## src/rtl/branch_pkg.sv

```systemverilog
// Shared definitions for the branch resolution unit: jump operator encodings,
// BHT counter reset value and the 2-bit saturating counter update.
package branch_pkg;

  localparam logic [2:0] JEQ  = 3'b000;
  localparam logic [2:0] JNE  = 3'b001;
  localparam logic [2:0] JGT  = 3'b010;
  localparam logic [2:0] JLT  = 3'b011;
  localparam logic [2:0] JGE  = 3'b100;
  localparam logic [2:0] JLE  = 3'b101;
  localparam logic [2:0] JMP  = 3'b110;
  localparam logic [2:0] JILL = 3'b111;

  // Weakly not-taken
  localparam logic [1:0] CNT_RESET = 2'b01;

  // Move a 2-bit counter toward the resolved direction, saturating at 0 and 3.
  function automatic logic [1:0] cnt_update(input logic [1:0] cnt, input logic taken);
    logic [1:0] res;
    if (taken) begin
      res = (cnt == 2'b11) ? cnt : cnt + 2'b01;
    end else begin
      res = (cnt == 2'b00) ? cnt : cnt - 2'b01;
    end
    return res;
  endfunction

endpackage

```

## src/rtl/branch_cond_eval.sv

```systemverilog
// Combinational jump condition evaluator: (op, signed_cmp, a, b) -> taken, illegal.
module branch_cond_eval
  import branch_pkg::*;
#(
  parameter int unsigned DATA_W = 16
) (
  input  logic [2:0]        op,
  input  logic              signed_cmp,
  input  logic [DATA_W-1:0] a,
  input  logic [DATA_W-1:0] b,
  output logic              taken,
  output logic              illegal
);

  logic eq;
  logic gt;
  logic lt;

  assign eq = (a == b);
  assign gt = signed_cmp ? ($signed(a) > $signed(b)) : (a > b);
  assign lt = signed_cmp ? ($signed(a) < $signed(b)) : (a < b);

  // Decode the operator; GE/LE are the complements of LT/GT.
  always_comb begin
    taken   = 1'b0;
    illegal = 1'b0;
    case (op)
      JEQ:     taken = eq;
      JNE:     taken = ~eq;
      JGT:     taken = gt;
      JLT:     taken = lt;
      JGE:     taken = ~lt;
      JLE:     taken = ~gt;
      JMP:     taken = 1'b1;
      default: illegal = 1'b1;
    endcase
  end

endmodule

```

## src/rtl/branch_unit.sv

```systemverilog
// Execute-stage branch resolution unit: one result register (S1) with
// valid/ready handshake, mispredict redirect, and a 2-bit-counter BHT that
// fetch reads combinationally and retired conditional branches train.
module branch_unit
  import branch_pkg::*;
#(
  parameter int unsigned DATA_W    = 16,
  parameter int unsigned ADDR_W    = 16,
  parameter int unsigned BHT_DEPTH = 16
) (
  input  logic              clk,
  input  logic              rst,
  input  logic              in_valid,
  output logic              in_ready,
  input  logic [2:0]        jump_operator,
  input  logic              signed_cmp,
  input  logic [ADDR_W-1:0] branch_pc,
  input  logic [ADDR_W-1:0] pc_destination_addr,
  input  logic [DATA_W-1:0] operand_a,
  input  logic [DATA_W-1:0] operand_b,
  input  logic              predicted_taken,
  input  logic              flush,
  output logic              out_valid,
  input  logic              out_ready,
  output logic              pc_write_enabled,
  output logic [ADDR_W-1:0] pc_destination_addr_out,
  output logic              branch_taken,
  output logic              mispredict,
  output logic              illegal_op,
  input  logic [ADDR_W-1:0] pred_pc,
  output logic              pred_taken
);

  localparam int unsigned IDX_W = $clog2(BHT_DEPTH);

  logic              eval_taken;
  logic              eval_illegal;
  logic              accept;
  logic              retire;

  logic              valid_q;
  logic              taken_q;
  logic              mispred_q;
  logic              illegal_q;
  logic              cond_q;
  logic [IDX_W-1:0]  idx_q;
  logic [ADDR_W-1:0] redirect_q;

  logic [1:0]        bht_q [BHT_DEPTH];

  // Only the low index bits of the lookup address select a counter.
  logic              unused_pred_pc_bits;
  assign unused_pred_pc_bits = ^pred_pc[ADDR_W-1:IDX_W];

  branch_cond_eval #(
    .DATA_W (DATA_W)
  ) u_cond_eval (
    .op         (jump_operator),
    .signed_cmp (signed_cmp),
    .a          (operand_a),
    .b          (operand_b),
    .taken      (eval_taken),
    .illegal    (eval_illegal)
  );

  assign in_ready = ~flush & (~valid_q | out_ready);
  assign accept   = in_valid & in_ready;
  assign retire   = valid_q & out_ready & ~flush;

  // S1 result register; flush drops the pending result, accept may overlap a retire.
  always_ff @(posedge clk) begin
    if (rst) begin
      valid_q    <= 1'b0;
      taken_q    <= 1'b0;
      mispred_q  <= 1'b0;
      illegal_q  <= 1'b0;
      cond_q     <= 1'b0;
      idx_q      <= '0;
      redirect_q <= '0;
    end else if (flush) begin
      valid_q <= 1'b0;
    end else if (accept) begin
      valid_q    <= 1'b1;
      taken_q    <= eval_taken;
      mispred_q  <= eval_taken ^ predicted_taken;
      illegal_q  <= eval_illegal;
      cond_q     <= (jump_operator <= JLE);
      idx_q      <= branch_pc[IDX_W-1:0];
      redirect_q <= eval_taken ? pc_destination_addr : branch_pc + ADDR_W'(1);
    end else if (retire) begin
      valid_q <= 1'b0;
    end
  end

  // BHT: parallel reset to weakly not-taken, trained by retired conditional branches.
  always_ff @(posedge clk) begin
    if (rst) begin
      for (int i = 0; i < BHT_DEPTH; i++) begin
        bht_q[i] <= CNT_RESET;
      end
    end else if (retire && cond_q) begin
      bht_q[idx_q] <= cnt_update(bht_q[idx_q], taken_q);
    end
  end

  assign pred_taken = bht_q[pred_pc[IDX_W-1:0]][1];

  assign out_valid               = valid_q;
  assign branch_taken            = taken_q;
  assign mispredict              = mispred_q;
  assign illegal_op              = illegal_q;
  assign pc_write_enabled        = valid_q & mispred_q;
  assign pc_destination_addr_out = pc_write_enabled ? redirect_q : '0;

endmodule

```

## config.mk

```make
export PLATFORM = sky130hd
export DESIGN_NAME = branch_unit
export DESIGN_NICKNAME = d
export VERILOG_FILES = /design/src/rtl/branch_pkg.sv /design/src/rtl/branch_cond_eval.sv /design/src/rtl/branch_unit.sv
export SDC_FILE = /design/constraint.sdc
export NUM_CORES = 1
export LEC_CHECK = 0
export BUFFER_PORTS_ARGS = -buffer_cell sky130_fd_sc_hd__buf_4
export CAP_MARGIN = 20
export CORE_MARGIN = 2
export CORE_UTILIZATION = 40
export CTS_CLUSTER_DIAMETER = 30
export DETAILED_ROUTE_END_ITERATION = 8
export PLACE_DENSITY = 0.75
export SLEW_MARGIN = 30
export SYNTH_ARGS = -nofsm -noshare
export SYNTH_HDL_FRONTEND = slang
export SYNTH_HIERARCHICAL = 1
export SYNTH_SLANG_ARGS = --single-unit
```

## constraint.sdc

```tcl
create_clock -name clk -period 3.1 [get_ports clk]
set_input_delay 0.155 -clock clk [delete_from_list [all_inputs] [get_ports clk]]
set_output_delay 0.155 -clock clk [all_outputs]
set_load 0.05 [all_outputs]
```

**Yosys cells after proc, flatten, opt, wreduce, memory -nomap -nowiden**

Memories as Yosys holds them, arrays and structs flattened. A register that Yosys moved wholly into a read port is not among the register bits.
Cells that the tools add are included.

- Input bits: 90
- RAM bits: 32
- Output and inout port bits: 23
- Memories: 1
- Bits in registers: 25
- Word-level logic and storage cells: 67

- Bitwise logic cells: 12
- Reductions and logical operators: 8
- Mux-type cells: 23
- Eq/ne operators: 8
- Order comparisons: 5
- Add/subtract/negate cells: 3

Memories:

| name | words | width | read ports | clocked after memory_dff | wr ports | RTL line | source |
|---|---|---|---|---|---|---|---|
| bht_q | 16 | 2 | 2 | 1 | 16 | branch_unit.sv:49 | `logic [1:0] bht_q [BHT_DEPTH];` |

Operators by type and width:

| cell | count |
|---|---|
| 16-bit greater-than comparator | 2 |
| 16-bit < comparator | 2 |
| 16-bit two-way mux | 2 |
| 16-bit by 1-bit adder with 16-bit output (second input constant) | 1 |
| 16-bit == test | 1 |
| 2-bit two-way mux | 6 |
| 4-bit two-way mux | 3 |
| 1-bit two-way mux | 11 |
| 3-bit == test (second input constant) | 3 |
| 1-bit one-hot mux with 7 select lines | 1 |
| 7-bit OR reduction | 1 |
| 3-bit by 2-bit == test with 1-bit output (second input constant) | 2 |
| 1-bit AND | 5 |
| 1-bit NOT | 5 |
| 2-bit OR reduction | 2 |
| 3-bit by 1-bit == test with 1-bit output (second input constant) | 1 |
| 3-bit less-or-equal comparator (second input constant) | 1 |
| 3-bit logical NOT | 1 |
| 2-bit by 1-bit adder with 2-bit output (second input constant) | 1 |
| 2-bit == test (second input constant) | 1 |
| 2-bit logical NOT | 1 |
| 2-bit AND reduction | 1 |
| 2-bit nonzero test | 1 |
| 2-bit by 1-bit subtractor with 2-bit output (second input constant) | 1 |
| 3 further kinds | 3 |

**Longest topological paths before layout**

- Depth after elaboration: 8
- Mapped depth: 13
- Depth with buffers taken out: 12

**By module**

The synthesis kept the hierarchy.

Modules (own cells, without submodules):

| module | area each (um^2) | times used | sequential area each (um^2) | cells an instance |
|---|---|---|---|---|
| branch_unit | 3299.4 | 1 | 1541.5 | 346 |
| branch_cond_eval | 543.0 | 1 | 0.0 | 73 |

**Worst setup path after synthesis**

OpenSTA, ideal clock, no wires.

- Path kind: input port to flip-flop
- Start: input port operand_b[14]
- End: register redirect_q[10]
- Stages on the path: 12
- Data arrival time: 2.393 ns
- Buffers on the path: 2
- Path slack: 0.632 ns
- Required time: 3.026 ns
- Cell sequence: inv_1 ha_1 a21oi_1 a21oi_1 a2111oi_2 a32oi_2 mux2i_1 a211oi_2 clkbuf_1 clkbuf_1 nand3_1 a31oi_1

- Word-level cells in the longest chain between the ends: 5
- Elaborated cells on any way between the ends: 12
- Those cells by class: 4 x order compare; 1 x eq/ne; 4 x mux; 3 x bitwise

RTL lines:

| what | RTL line | source |
|---|---|---|
| start, declared | branch_unit.sv:20 | `input logic [DATA_W-1:0] operand_b,` |
| 16-bit greater-than comparator or 16-bit < comparator (tied branches) | branch_cond_eval.sv:20, branch_cond_eval.sv:21 |  |
| 1-bit two-way mux, on equally long branches | branch_cond_eval.sv:20, branch_cond_eval.sv:21 |  |
| 1-bit NOT, on equally long branches | branch_cond_eval.sv:33, branch_cond_eval.sv:32 |  |
| 1-bit one-hot mux with 7 select lines * | branch_cond_eval.sv:27 | `case (op)` |
| named net eval_taken | branch_unit.sv:36 | `logic eval_taken;` |
| 16-bit two-way mux * | branch_unit.sv:89 | `redirect_q <= eval_taken ? pc_destination_addr : branch_pc + ADDR_W'(1);` |
| end signal, assigned | branch_unit.sv:89 |  |
| end, declared | branch_unit.sv:47 | `logic [ADDR_W-1:0] redirect_q;` |

The timed path passes the listed nets; every way through them passes the cells marked *.
A chain may end at the register's enable or synchronous reset.

==> reports/results.txt <==
number of warnings reported in the yosys synthesis log: 6
number of distinct library cells after synthesis: 54
Iter 0 DRT Violations: 145
number of gates resized after cts: 0
buffer cell driving the clock tree root: sky130_fd_sc_hd__clkbuf_8
final weighted congestion in routability-driven placement: 0.855
half-perimeter wire length after placement: 7230 um
global-route total usage across every layer: 19.7%
Fin Clk Skew: 0.00671 ns
total negative slack: 0 ns
final period demand of the worst path: 2.37 ns
fill cell instance count of the final layout: 860
total of endpoints with negative setup slack in the final report: 0
number of storage elements in the synthesis netlist: 61
post-layout net count: 617
DRC violations left: 0
Max FO, Critical Path: 16
clock input transition at the sequential cells of the worst setup and hold paths: 0.07 ns
pin slew with the least headroom to its limit: 0.832 ns
prevailing post-synth register cell: sky130_fd_sc_hd__edfxtp_1
I/O Pins: 113
hold buffer count at CTS: 0
vertical die dimension: 102 um
number of nets produced by synthesis: 526
layout overhead on the synthesized area: 27.3%
setup repair bufs after CTS: 0
pre-CTS WS: 0.400 ns
vias per cell: 5.19
outcome: complete, no violations
pin count of the biggest net entering global routing: 30
Num Clock Sinks: 61
most common library cell in the layout ignoring fill and taps: sky130_fd_sc_hd__buf_4
maximum clock rate: 422 MHz
Final Total Pwr: 2.01 mW
Cell Rows: 35
Static Leak: 2.04 nW
worst setup slack after layout: 0.731 ns
worst min-delay path startpoint: jump_operator[1]
leading cell types in the layout, fill and taps excluded: sky130_fd_sc_hd__buf_4 (103), sky130_fd_sc_hd__nand2_1 (66), sky130_fd_sc_hd__edfxtp_1 (32)
mean post-synth cell area: 9.17 um2
antenna violations before repair: 0
effective utilization at floorplan: 41.4%
Inserted Diodes: 0
number of detailed-route iterations in the first pass: 4
clock tree from TritonCTS: yes
max-slew violation count: 0
Final Hold Violating Endpoints: 0
Placeable Area: 9280 um2
path class of the lowest-slack min-delay path: in -> reg
IR drop worst, VDD: 0.000168 V
pwr/cell area: 411 nW/um2
Routed Wire Length: 9430 um
netlist area before placement: 3840 um2
total overflow reported by the global router: 0
vias after detailed routing: 3342
die outline width: 102 um
via count of the first global-routing pass: 3462
die area: 10400 um2
endpoint type of the worst setup path: flop
RSZ-0062 raised after global routing: no
Critical Path AT: 2.43 ns
global-route wire length before repair: 16100 um
CTS max path bufs: 2
final antenna-violating net count: 0
Critical Path Source Type: flop
fraction of the cycle the final worst path needs: 76.4%
max-capacitance violation count: 0
number of cells produced by synthesis: 419
clock insertion delay at the later pin of the skew report: 0.34 ns
ratio of cells with drive above 1 in the final layout: 28.9%
Post-synth EDFFs: 32
share of synthesized flip-flops with an asynchronous set or reset: 0%
IO buf count: 100
Inserted Clock Buffers: 9
Crit Path Class: reg -> reg
slew margin rel.: 44.6%
Max H-tree Level: 3
wire per inst: 14.6 um
sequential share of the synthesized area: 40.1%
required time of the worst setup path: 3.16 ns
==> final timing paths <==
kind,end,slack (ns),cells past startpoint
worst max-delay path,bht_q[0][0],0.73,5
worst min-delay path,cond_q,0.04,2
worst max register to register,bht_q[0][0],0.73,5
worst min register to register,redirect_q[5],0.45,2
==> report_power, final <==
part           total, mW  switching [mW]  internal (mW)
combinational      0.367           0.195          0.172
sequential         0.908          0.0302          0.878
clock              0.735           0.305          0.429
total               2.01           0.531           1.48
==> layer usage <==
layer | GRT usage, % | wire length (um)
met5 | 0 | 0
met3 | 4.65 | 524
met2 | 33.0 | 4700
met4 | 5.33 | 114
met1 | 25.6 | 4090
==> critical path, cell delays in order, from the launching register on <==
cell	delay (ns)
sky130_fd_sc_hd__dfxtp_1	0.68
sky130_fd_sc_hd__mux4_2	0.58
sky130_fd_sc_hd__a22oi_1	0.16
sky130_fd_sc_hd__and3_2	0.23
sky130_fd_sc_hd__maj3_4	0.31
sky130_fd_sc_hd__nand3_1	0.12
==> flip-flops by register name, indices dropped and copies added (netlist names), named ones only <==
signal,flops
bht_q,32
redirect_q,16
idx_q,4
branch_taken,1
cond_q,1
illegal_op,1
mispredict,1
out_valid,1
==> stage by stage <==
step                      cells  instance area (um2)  hold slack (ns)  util, %
final                       644                 4890           0.0383     52.7
after global routing        644                 4890           0.0349     52.7
after CTS                   644                 4890           0.0235     52.7
after detailed placement    628                 4670            0.394     50.4
after global placement      628                 4670            0.383     50.4
after floorplan             419                 3840            0.264        -
==> synth_stat cells (10+ instances only) <==
library cell	count	share of area, %
sky130_fd_sc_hd__nand2_1	66	6.4
sky130_fd_sc_hd__edfxtp_1	32	25
sky130_fd_sc_hd__nor2_1	31	3.0
sky130_fd_sc_hd__dfxtp_1	29	15
sky130_fd_sc_hd__inv_1	25	2.4
sky130_fd_sc_hd__nand3_1	25	3.3
sky130_fd_sc_hd__and3_1	22	3.6
sky130_fd_sc_hd__a21oi_1	19	2.5
sky130_fd_sc_hd__ha_1	17	5.5
sky130_fd_sc_hd__clkbuf_1	15	1.5
sky130_fd_sc_hd__mux4_2	13	7.6
sky130_fd_sc_hd__nand2b_1	13	2.1
sky130_fd_sc_hd__xor2_1	10	2.3
==> cell families (layout without fill, tap and decap cells) <==
group / Yosys count / count (layout) / share of synthesized area, %
AOI/OAI and AO/OA: 52 / 52 / 8.92
xor gates and xnor gates: 15 / 15 / 3.42
adders and majority gates: 19 / 19 / 6.25
buffers and inverters: 49 / 145 / 5.40
DFF: 61 / 61 / 40.1
muxes: 18 / 18 / 9.05
and+or+nand+nor: 205 / 205 / 26.8
==> final cells by class <==
cell class	count	area [um2]	area share (%)
clock buffers	14	205	4.20
clock inverters	2	10.0	0.205
inverters	26	97.6	2.00
multi-input cells	309	2100	43.0
flip-flops and latches	61	1540	31.5
well taps	129	161	3.30
repair buffers	103	773	15.8
Power figures use the tool's default switching activity.
